<file path="config.mk">
export PLATFORM = sky130hd
export DESIGN_NAME = gun_takvim
export DESIGN_NICKNAME = d
export VERILOG_FILES = /design/src/rtl/gun_pkg.sv /design/src/rtl/ay_uzunluk_lut.sv /design/src/rtl/gun_takvim.sv
export SDC_FILE = /design/constraint.sdc
export NUM_CORES = 1
export LEC_CHECK = 0
export ABC_CLOCK_PERIOD_IN_PS = 2300
export BUFFER_PORTS_ARGS = -buffer_cell sky130_fd_sc_hd__buf_2
export CAP_MARGIN = 20
export CORE_ASPECT_RATIO = 0.75
export CORE_UTILIZATION = 50
export DETAILED_ROUTE_END_ITERATION = 10
export PLACE_DENSITY = 0.76
export SLEW_MARGIN = 30
export SYNTH_ARGS = -nofsm -noshare
export SYNTH_HDL_FRONTEND = slang
export SYNTH_HIERARCHICAL = 1
export SYNTH_SLANG_ARGS = --single-unit
</file>
<file path="constraint.sdc">
create_clock -name clk -period 2.3 [get_ports clk]
set_clock_uncertainty 0.1 [all_clocks]
set_input_delay 0.23 -clock clk [delete_from_list [all_inputs] [get_ports clk]]
set_output_delay 0.23 -clock clk [all_outputs]
set_load 0.05 [all_outputs]
</file>
<file path="src/rtl/gun_pkg.sv">
// Shared calendar constants and month-length helpers for the day-of-month counter.
package gun_pkg;

  localparam logic [3:0] OCAK    = 4'd1;
  localparam logic [3:0] SUBAT   = 4'd2;
  localparam logic [3:0] MART    = 4'd3;
  localparam logic [3:0] NISAN   = 4'd4;
  localparam logic [3:0] MAYIS   = 4'd5;
  localparam logic [3:0] HAZIRAN = 4'd6;
  localparam logic [3:0] TEMMUZ  = 4'd7;
  localparam logic [3:0] AGUSTOS = 4'd8;
  localparam logic [3:0] EYLUL   = 4'd9;
  localparam logic [3:0] EKIM    = 4'd10;
  localparam logic [3:0] KASIM   = 4'd11;
  localparam logic [3:0] ARALIK  = 4'd12;

  localparam logic [4:0] UZ_28 = 5'd28;
  localparam logic [4:0] UZ_29 = 5'd29;
  localparam logic [4:0] UZ_30 = 5'd30;
  localparam logic [4:0] UZ_31 = 5'd31;

  // Invalid month codes fall into the default branch and get 31 days.
  function automatic logic [4:0] ay_uzunluk(input logic [3:0] m, input logic leap,
                                            input int unsigned leap_en,
                                            input int unsigned fixed_len);
    logic [4:0] len;
    if (fixed_len != 0) begin
      len = fixed_len[4:0];
    end else begin
      case (m)
        NISAN, HAZIRAN, EYLUL, KASIM: len = UZ_30;
        SUBAT:                        len = (leap_en != 0 && leap) ? UZ_29 : UZ_28;
        default:                      len = UZ_31;
      endcase
    end
    return len;
  endfunction

  function automatic logic [3:0] onceki_ay(input logic [3:0] m);
    return (m == OCAK || m == 4'd0 || m > ARALIK) ? ARALIK : m - 4'd1;
  endfunction

endpackage

</file>
<file path="src/rtl/ay_uzunluk_lut.sv">
// Combinational month-length lookup: number of days in month ay.
module ay_uzunluk_lut
  import gun_pkg::*;
#(
  parameter int unsigned FIXED_LEN = 0,
  parameter int unsigned LEAP_EN   = 1
) (
  input  logic [3:0] ay,
  input  logic       leap,
  output logic [4:0] uzunluk
);

  assign uzunluk = ay_uzunluk(ay, leap, LEAP_EN, FIXED_LEN);

endmodule

</file>
<file path="src/rtl/gun_takvim.sv">
// Day-of-month counter 1..len(ay) with tick/button stepping, direct load and
// one-cycle month carry/borrow pulses.
module gun_takvim
  import gun_pkg::*;
#(
  parameter int unsigned DAY_W     = 6,
  parameter int unsigned FIXED_LEN = 0,
  parameter int unsigned LEAP_EN   = 1
) (
  input  logic             clk,
  input  logic             reset,
  input  logic             stop,
  input  logic             tick,
  input  logic             gun_arttir,
  input  logic             gun_azalt,
  input  logic [3:0]       ay,
  input  logic             leap,
  input  logic             load,
  input  logic [DAY_W-1:0] load_val,
  output logic [DAY_W-1:0] gun,
  output logic             ay_arttir,
  output logic             ay_azalt,
  output logic             gun_son
);

  localparam logic [DAY_W-1:0] Bir = DAY_W'(1);

  logic [4:0]       uz_cur, uz_prev;
  logic [DAY_W-1:0] len_cur, len_prev;
  logic [DAY_W-1:0] gun_q, gun_d, gun_up, gun_dn;
  logic             arttir_q, arttir_d, azalt_q, azalt_d;
  logic             arm_q, arm_d, pend_q, pend_d;
  logic             wrap_up, wrap_dn, btn_act, tick_ev;

  ay_uzunluk_lut #(
    .FIXED_LEN(FIXED_LEN),
    .LEAP_EN  (LEAP_EN)
  ) u_len_cur (
    .ay     (ay),
    .leap   (leap),
    .uzunluk(uz_cur)
  );

  ay_uzunluk_lut #(
    .FIXED_LEN(FIXED_LEN),
    .LEAP_EN  (LEAP_EN)
  ) u_len_prev (
    .ay     (onceki_ay(ay)),
    .leap   (leap),
    .uzunluk(uz_prev)
  );

  assign len_cur  = DAY_W'(uz_cur);
  assign len_prev = DAY_W'(uz_prev);

  assign wrap_up = (gun_q >= len_cur);
  assign gun_up  = wrap_up ? Bir : gun_q + Bir;
  assign wrap_dn = (gun_q <= Bir);
  assign gun_dn  = wrap_dn ? len_prev : gun_q - Bir;

  assign btn_act = arm_q && (gun_arttir ^ gun_azalt);
  assign tick_ev = (tick || pend_q) && !stop;

  always_comb begin
    gun_d    = gun_q;
    arttir_d = 1'b0;
    azalt_d  = 1'b0;
    pend_d   = pend_q;
    // Any held button disarms; only a full release re-arms.
    arm_d    = !(gun_arttir || gun_azalt);
    if (load) begin
      if (load_val == '0)          gun_d = Bir;
      else if (load_val > len_cur) gun_d = len_cur;
      else                         gun_d = load_val;
      if (tick_ev) pend_d = 1'b1;
    end else if (btn_act) begin
      if (gun_arttir) begin
        gun_d    = gun_up;
        arttir_d = wrap_up;
      end else begin
        gun_d   = gun_dn;
        azalt_d = wrap_dn;
      end
      if (tick_ev) pend_d = 1'b1;
    end else if (tick_ev) begin
      gun_d    = gun_up;
      arttir_d = wrap_up;
      pend_d   = 1'b0;
    end else if (gun_q > len_cur) begin
      gun_d = len_cur;
    end
  end

  always_ff @(posedge clk) begin
    if (reset) begin
      gun_q    <= Bir;
      arttir_q <= 1'b0;
      azalt_q  <= 1'b0;
      arm_q    <= 1'b1;
      pend_q   <= 1'b0;
    end else begin
      gun_q    <= gun_d;
      arttir_q <= arttir_d;
      azalt_q  <= azalt_d;
      arm_q    <= arm_d;
      pend_q   <= pend_d;
    end
  end

  assign gun       = gun_q;
  assign ay_arttir = arttir_q;
  assign ay_azalt  = azalt_q;
  assign gun_son   = (gun_q == len_cur);

endmodule

</file>
==> impl_metrics.tcl, run 1 <==
set metrics [dict create \
    port_buffers 26 \
    antenna_found_initial 0 \
    grt_pass1_vias 1321 \
    dieArea_um2 3062 \
    post-route-period-util_pct 98.56 \
    syn_area_um2 1421 \
    cp-start-kind "input port" \
    ant_nets 0 \
    vias_per_cell 6.083 \
    grt_pass1_wl_mm 6.230 \
    drv_slew 0 \
    drc 0 \
    switching_share_pct 42.45 \
    grt_overflow 0 \
    core_um2 2663 \
    setup_ws_ps 33.02 \
    hp-class "input port to flop" \
    crit_family "simple AND/OR/NAND/NOR gates" \
    postCtsHoldBufs 0 \
    first_pass_iters 4 \
    fillers 223 \
    cts-htree-levels 1 \
    async_reset_ff_share_pct 0 \
    setup-violations-final 0 \
    cts_setup_buffers 0 \
    relSlewSlack_pct 61.64 \
    design_area_um2 1750 \
    power_leakage_uw 0.0008371 \
    io_pins 27 \
    wl_per_cell_um 15.87 \
    cts-root-buf "clkbuf_8" \
    met3RoutedLength_um 264 \
    synthToLayoutAreaGrowth_pct 23.15 \
    seqPwrFrac_pct 22.0 \
    grt_max_degree 15 \
    num_vias 1533 \
    synthTopCellsByArea "ha_1, dfxtp_1, inv_1, buf_4, xnor2_1" \
    cp_max_fo 4 \
    period_needed_ps 2267 \
    synth_top_area_share_pct 14.96 \
    ys_types 54 \
    final_nets 252 \
    dr.max_layer_used "met4" \
    cts_resized 0 \
    synth_top_cell_by_area "ha_1" \
    met1_length_mm 1.880 \
    critPathSlowestCell "or4b_4" \
    peakVddDrop_v 0.0005694 \
    ys_ff_latch 10 \
    ys_warn_count 6 \
    clk_pin_slew_ps 50 \
    maxCapViolCount 0 \
    combinationalPowerShare_pct 54.6 \
    power.total_uw 971.7 \
    ys_seq_area_share_pct 14.08 \
    hold_viol 0 \
    required_ps 2350 \
    final_cell_mix "buf_2, inv_1, ha_1" \
    critical_path_class "input port to flop" \
    critPathArrivalTime_ps 2320 \
    end_kind "flop" \
    clkPwrFrac_pct 23.4 \
    numCtsBuffers 3 \
    clock_latency_ps 240 \
    p_int_uw 559.3 \
    drtIter0Drc 144 \
    synth-edff-count 0 \
    tns_ps 0 \
    clock-sinks 10 \
    drt_wl_total_mm 3.999 \
    placementRows 16 \
    track_usage_pct 27.13 \
    place.gp.congestion 0.9706 \
    drive_gt1_share_pct 31.48 \
    route.met2.wl_mm 1.812 \
    final_common_cell "buf_2" \
    cp_num_buf_inv 2 \
    tritoncts "done" \
    initial_utilization_pct 53.38 \
    synth_ff_type "dfxtp_1" \
    cp_cell_sequence "buf_2 > or4b_4 > inv_1 > ha_1 > nor2b_1 > o21ai_1 > a21oi_2 > or3_4 > a41oi_1" \
    syn_avg_cell_area_um2 7.853 \
    hpwlAfterDp_mm 3.117 \
    netlist_instances 181 \
    status "completed" \
    die_h_um 48.18 \
    placed_area_um2 1654 \
    chipWidth_um 63.57 \
    cp_slowest_stage_delay_ps 540 \
    diodes 0 \
    worst_pin_slew_ps 571.0 \
    fmax_mhz 441.1 \
    power_density_nw_per_um2 555.1 \
    pre_cts_ws_ps -225.4 \
    cts.path.max_buffers 2 \
    p_sw_uw 412.5 \
]
-- cells in the mapped netlist, types with 3 or more instances --
library cell / count
nor3_1: 4
xnor2_1: 6
dfxtp_1: 10
nand3_1: 7
mux2_2: 3
o211ai_1: 3
o41ai_1: 5
nand2_1: 13
a41oi_1: 3
a31oi_1: 5
a21oi_1: 6
buf_4: 7
clkbuf_1: 4
o2111ai_1: 3
buf_2: 3
ha_1: 17
nand3b_1: 4
nor2_1: 11
inv_1: 18
o21ai_0: 4
-- through the flow --
| stage | hold WS, ps | std cells | utilization (%) |
|---|---|---|---|
| 2_1_floorplan | 202.1 | 185 | - |
| 6_report | 117.7 | 252 | 65.74 |
| 5_1_grt | 129.2 | 252 | 65.74 |
| 3_3_place_gp | 371.4 | 248 | 62.12 |
| 3_5_place_dp | 377.1 | 248 | 62.12 |
| 4_1_cts | 121.6 | 252 | 64.19 |
-- power groups by stage --
stage	Clock, uW	Sequential [uW]	Combinational (uW)
CTS	227	213	502
floorplan	0	262	315
finish	227	213	531
detailed placement	0	216	500
global route	238	217	572
global placement	0	215	481
-- area by class of cell --
type | count | area (um^2) | share of cell area, %
clock buffer | 4 | 55.05 | 3.145
inverter | 18 | 67.56 | 3.860
multi-input combinational | 143 | 1134 | 64.76
sequential | 10 | 206.4 | 11.79
tap | 36 | 45.04 | 2.573
timing repair buffer | 41 | 242.7 | 13.87
-- cell families after synthesis --
kind of cell	count (synthesis)	synth area share (%)
XOR/XNOR	7	4.313
flip-flops	10	14.08
AO/OA/AOI/OAI	50	29.23
AND/OR/NAND/NOR	58	22.54
multiplexers	5	3.785
adder cells (fa/ha/maj)	17	14.96
other	2	0.5284
buffers and inverters	32	10.56
-- state kept, by name, summed over array words and instances (netlist names) --
register	count
arm_q	1
ay_arttir	1
ay_azalt	1
gun	6
pend_q	1
-- metal layers --
layer | up-vias | GRT usage [%]
met4 | 0 | 8.182
li1 | 731 | -
met2 | 63 | 43.19
met5 | - | 0
met3 | 10 | 6.308
met1 | 729 | 37.22
-- path summary, 6_finish.rpt --
check / slack, ps / from / to / depth (start not counted)
worst max-delay path: 30 / ay[0] / gun[2] / 9
worst min-delay path: 120 / reset / gun[5] / 2
worst max register to register: 80 / gun[1] / gun[2] / 7
worst min register to register: 420 / pend_q / pend_q / 2
(Power assumes the default switching activity.)
==> run 2: changes to the inputs <==
--- a/config.mk
+++ b/config.mk
@@ -5,13 +5,14 @@
 export SDC_FILE = /design/constraint.sdc
 export NUM_CORES = 1
 export LEC_CHECK = 0
+export ABC_AREA = 1
 export ABC_CLOCK_PERIOD_IN_PS = 2300
 export BUFFER_PORTS_ARGS = -buffer_cell sky130_fd_sc_hd__buf_2
 export CAP_MARGIN = 20
 export CORE_ASPECT_RATIO = 0.75
-export CORE_UTILIZATION = 50
+export CORE_UTILIZATION = 51
 export DETAILED_ROUTE_END_ITERATION = 10
-export PLACE_DENSITY = 0.76
+export PLACE_DENSITY = 0.83
 export SLEW_MARGIN = 30
 export SYNTH_ARGS = -nofsm -noshare
 export SYNTH_HDL_FRONTEND = slang
==> impl_metrics.tcl, run 2 <==
set metrics [dict create \
    status "completed" \
    critPathArrivalTime_ps 1600 \
    antenna_found_initial 0 \
    seqPwrFrac_pct 22.9 \
    pre_cts_ws_ps 198.5 \
    grt_pass1_vias 1512 \
    min_to "gun[5]" \
    fin_cells 332 \
    vias_per_cell 5.060 \
    hold_viol 0 \
    numCtsBuffers 3 \
    placementRows 16 \
    dieArea_um2 3223 \
    critical_path_class "flop to output pin" \
    synth-edff-count 0 \
    synthTopCellsByCount "nand2_1, inv_1, nand3_1" \
    num_vias 1680 \
    die_h_um 49.42 \
    p_int_uw 498.3 \
    setup-violations-final 0 \
    route.met2.wl_mm 1.522 \
    switching_share_pct 45.79 \
    core_um2 2723 \
    first_pass_iters 4 \
    grt_max_degree 11 \
    drc 0 \
    crit_family "flip-flops" \
    post-route-period-util_pct 83.79 \
    clkPwrFrac_pct 25.2 \
    synth_top_area_share_pct 14.73 \
    final_common_cell "nand2_1" \
    place.gp.congestion 0.9417 \
    ys_warn_count 6 \
    clock-sinks 10 \
    grt_pass1_wl_mm 6.762 \
    hp-class "input port to flop" \
    power_leakage_uw 0.001088 \
    final_nets 332 \
    dr.max_layer_used "met4" \
    drt_wl_total_mm 3.816 \
    chipWidth_um 65.23 \
    clk_pin_slew_ps 50 \
    clock_latency_ps 250 \
    cp_cell_sequence "ha_1 > nand2_1 > nor2_1 > nand2_2 > inv_1 > buf_2" \
    track_usage_pct 27.14 \
    netlist_instances 266 \
    required_ps 1970 \
    diodes 0 \
    critPathSlowestCell "dfxtp_1" \
    synth_top_cell_by_area "nand2_1" \
    r2r_start "gun[1]" \
    ys_types 29 \
    power_density_nw_per_um2 528.2 \
    p_sw_uw 421.0 \
    largest_reg_flops 6 \
    rr_worst_depth 12 \
    peakVddDrop_v 0.0002779 \
    cts_setup_buffers 0 \
    syn_avg_cell_area_um2 5.748 \
    maxCapViolCount 0 \
    whs_path_depth 2 \
    initial_utilization_pct 56.16 \
    grt_setup_unrepaired "false" \
    async_reset_ff_share_pct 0 \
    cp_max_fo 8 \
    synth_ff_type "dfxtp_1" \
    period_needed_ps 1927 \
    io_pins 27 \
    postCtsHoldBufs 0 \
    syn_area_um2 1529 \
    synthToLayoutAreaGrowth_pct 13.83 \
    met3RoutedLength_um 331 \
    ys_seq_area_share_pct 13.09 \
    cts-root-buf "clkbuf_8" \
    wl_per_cell_um 11.49 \
    hpwlAfterDp_mm 3.008 \
    placed_area_um2 1685 \
    synthTopCellsByArea "nand2_1, inv_1, ha_1, nand3_1, dfxtp_1" \
    hold_ws_ps 95.31 \
    drv_slew 0 \
    combinationalPowerShare_pct 51.9 \
    drtIter0Drc 116 \
    synth_most_common_cell "nand2_1" \
    reg2reg_slack_ps 400 \
    cts-htree-levels 1 \
    port_buffers 26 \
    setup_ws_ps 372.8 \
    cts.path.max_buffers 2 \
    ant_nets 0 \
    grt_overflow 0 \
    drive_gt1_share_pct 15.88 \
    reg2reg_to "gun[3]" \
    met1_length_mm 1.938 \
    final_cell_mix "nand2_1, inv_1, nand3_1" \
    place_inst 328 \
    cp_slowest_stage_delay_ps 500 \
    design_area_um2 1740 \
    min-delay-start "reset" \
    cp-start-kind "flop" \
    ys_ff_latch 10 \
    cts_resized 0 \
    end_kind "output pin" \
    cp_num_buf_inv 2 \
    fmax_mhz 518.9 \
    tritoncts "done" \
    tns_ps 0 \
]
==> run 2: routing by layer <==
layer  GRT usage [%]  vias to the layer above
met5               0                        -
met4           5.435                        0
met3           5.374                        5
met2           39.69                       70
met1           40.39                      708
li1                -                      897
==> run 2: how the worst max path moves through the flow <==
| stage | from | end | cells past startpoint |
|---|---|---|---|
| 3_5_place_dp | ay[0] | gun[0] | 14 |
| 4_1_cts | gun[3] | gun_son | 6 |
| 2_1_floorplan | gun[0] | gun_son | 6 |
| 5_1_grt | ay[0] | gun[0] | 14 |
| 6_report | gun[3] | gun_son | 6 |
| 3_3_place_gp | ay[0] | gun[0] | 14 |
==> run 2: kinds of logic (layout without fill, tap and decap cells) <==
group | count (synthesis) | count (layout) | synth area share, %
other | 2 | 6 | 0.4912
flip-flops | 10 | 10 | 13.09
AO/OA/AOI/OAI | 27 | 27 | 9.411
AND/OR/NAND/NOR | 143 | 143 | 43.70
buffers and inverters | 64 | 90 | 17.68
adder cells (fa/ha/maj) | 17 | 17 | 13.91
XOR/XNOR | 3 | 3 | 1.719
==> run 2: layout make-up <==
cell class              instances  area [um^2]
clock buffers                   4        55.05
fillers                       274        982.2
inverters                      57        214.0
multi-input cells             196         1074
flip-flops and latches         10        200.2
well taps                      36        45.04
repair buffers                 29        152.6
==> run 2: per-stage QoR <==
stage                     utilization [%]  power [uW]
final                               63.92       919.3
after global placement              61.90       672.2
after detailed placement            61.90       677.5
after floorplan                         -       573.3
after global routing                63.92       998.7
after CTS                           63.92       914.2
==> run 2: power by group through the flow <==
stage | clock, uW | sequential, uW | combinational [uW]
after floorplan | 0 | 265 | 308
after global placement | 0 | 213 | 459
after detailed placement | 0 | 213 | 465
after CTS | 235 | 209 | 469
after global routing | 244 | 213 | 542
final | 232 | 211 | 477
==> run 3: changes to the inputs <==
--- a/config.mk
+++ b/config.mk
@@ -5,14 +5,14 @@
 export SDC_FILE = /design/constraint.sdc
 export NUM_CORES = 1
 export LEC_CHECK = 0
-export ABC_AREA = 1
-export ABC_CLOCK_PERIOD_IN_PS = 2300
+export ABC_AREA = 0
+export ABC_CLOCK_PERIOD_IN_PS = 1990
 export BUFFER_PORTS_ARGS = -buffer_cell sky130_fd_sc_hd__buf_2
 export CAP_MARGIN = 20
 export CORE_ASPECT_RATIO = 0.75
-export CORE_UTILIZATION = 51
+export CORE_UTILIZATION = 56
 export DETAILED_ROUTE_END_ITERATION = 10
-export PLACE_DENSITY = 0.83
+export PLACE_DENSITY = 0.87
 export SLEW_MARGIN = 30
 export SYNTH_ARGS = -nofsm -noshare
 export SYNTH_HDL_FRONTEND = slang
==> constraint.sdc (replaced) <==
create_clock -name clk -period 1.99 [get_ports clk]
set_clock_uncertainty 0.1 [all_clocks]
set_input_delay 0.199 -clock clk [delete_from_list [all_inputs] [get_ports clk]]
set_output_delay 0.199 -clock clk [all_outputs]
set_load 0.05 [all_outputs]
==> impl_metrics.tcl, run 3 (synthesis results as in run 1) <==
set metrics [dict create \
    cp_max_fo 7 \
    drtIter0Drc 331 \
    period_needed_ps 2203 \
    cp_slowest_stage_delay_ps 580 \
    die_h_um 45.63 \
    track_usage_pct 43.65 \
    cp-endpoint "gun[0]" \
    reg2reg_slack_ps -180 \
    ant_nets 0 \
    critPathArrivalTime_ps 2260 \
    grt_pass1_wl_mm 8.556 \
    final_nets 269 \
    power_density_nw_per_um2 637.1 \
    cp_cell_sequence "buf_6 > or4b_4 > inv_4 > ha_4 > nor2b_2 > o21ai_2 > a32oi_4 > and3b_1 > o41ai_2" \
    grt_overflow 0 \
    failed_checks "setup timing" \
    power.total_uw 1366 \
    place.gp.congestion 0.9673 \
    antenna_found_initial 0 \
    diodes 0 \
    tritoncts "done" \
    dieArea_um2 2746 \
    crit_family "simple AND/OR/NAND/NOR gates" \
    cts.path.max_buffers 2 \
    wl_per_cell_um 26.24 \
    rr_worst_depth 8 \
    io_pins 27 \
    postCtsHoldBufs 0 \
    largest_reg_flops 6 \
    core_um2 2346 \
    grt_setup_unrepaired "true" \
    grt_pass1_vias 1691 \
    clock_latency_ps 280 \
    utilization_pct 91.41 \
    post-route-period-util_pct 110.7 \
    drv_slew 0 \
    cts-root-buf "clkbuf_4" \
    hpwlAfterDp_mm 3.256 \
    pre_cts_ws_ps -391.9 \
    grt_max_degree 15 \
    r2r_start "gun[0]" \
    final_cell_mix "buf_4, buf_2, inv_1" \
    cp-start-kind "input port" \
    final_common_cell "buf_4" \
    power_leakage_uw 0.0009775 \
    critical_path_class "input port to flop" \
    vias_per_cell 7.449 \
    worst_pin_slew_ps 583.9 \
    drt_wl_total_mm 7.005 \
    port_buffers 26 \
    placed_area_um2 1777 \
    clock-sinks 10 \
    peakVddDrop_v 0.0005003 \
    fmax_mhz 453.9 \
    clk_pin_slew_ps 80 \
    setup_ws_ps -213.3 \
    reg2reg_to "gun[4]" \
    initial_utilization_pct 60.59 \
    status "finished with violations" \
    critPathSlowestCell "or4b_4" \
    first_pass_iters 7 \
    cp_num_buf_inv 2 \
    hp-class "input port to flop" \
    cts-htree-levels 1 \
    drive_gt1_share_pct 48.93 \
    design_area_um2 2145 \
    relSlewSlack_pct 61.08 \
    required_ps 2050 \
    hold_viol 0 \
    critPathLaunch "ay[3]" \
    placementRows 15 \
    num_vias 1989 \
    end_kind "flop" \
    setup-violations-final 7 \
    maxCapViolCount 0 \
    tns_ps -1181 \
    numCtsBuffers 3 \
    cp.depth 9 \
    synthToLayoutAreaGrowth_pct 50.88 \
    chipWidth_um 60.18 \
    drc 0 \
]
-- run 3: changes by cell type in the layout (fill, tap and decap cells not counted), moves of 6 or more --
cell	change
buf_4	+27
dfxtp_1	-6
inv_1	-41
nand2_1	-47
nand3_1	-35
nand4_1	-6
nor2_2	-6
o21ai_0	-9
o21ai_1	-6
-- run 3: timing repair --
item | CTS | global route
endpoints found under the hold margin | 0 | 0
gates resized for setup | 26 | 22
setup buffers | 3 | 3
setup endpoints to repair | 6 | 7
pin swaps | 18 | 11
-- run 3: where the power goes --
group	switching [uW]	total, uW	internal (uW)	leakage (uW)
combinational	542	923	382	0.000872
sequential	19.8	244	224	0.0000842
clock	88.3	200	111	0.0000210
total	650	1370	717	0.000977
-- run 3: per-layer routing --
layer	track usage, %	part of all wire (%)
met1	55.92	35
met4	17.21	10
met5	0	0
met2	73.63	42
met3	6.818	12
-- run 3: final cells by class --
cell class / count / area [um^2]
Inverter: 18 / 70.07
Clock buffer: 4 / 36.28
Fill cell: 87 / 201.4
Tap cell: 34 / 42.54
Multi-Input combinational cell: 143 / 1385
Sequential cell: 10 / 210.2
Timing Repair Buffer: 58 / 400.4
-- run 3: how the worst min path moves through the flow --
stage / from / to / slack (ps) / depth (start not counted)
after floorplan: reset / gun[5] / 170 / 1
after global placement: reset / gun[5] / 340 / 2
after detailed placement: reset / gun[5] / 340 / 2
after CTS: reset / gun[5] / 60 / 2
after global routing: reset / gun[5] / 70 / 2
final: reset / gun[5] / 80 / 2
-- run 3: worst reg2reg max path: cells and delay by family, from the launching register on --
family / cells / cell delay [ps]
DFF: 1 / 360
and+or+nand+nor: 1 / 190
AOI/OAI and AO/OA: 4 / 1040
adders and majority gates: 1 / 200
buffers and inverters: 2 / 190
-- run 3: through the flow --
step                cells  hold slack [ps]
floorplan             185            167.5
global placement      257            340.9
detailed placement    257            342.3
CTS                   264            60.92
global route          267            69.70
finish                267            77.28
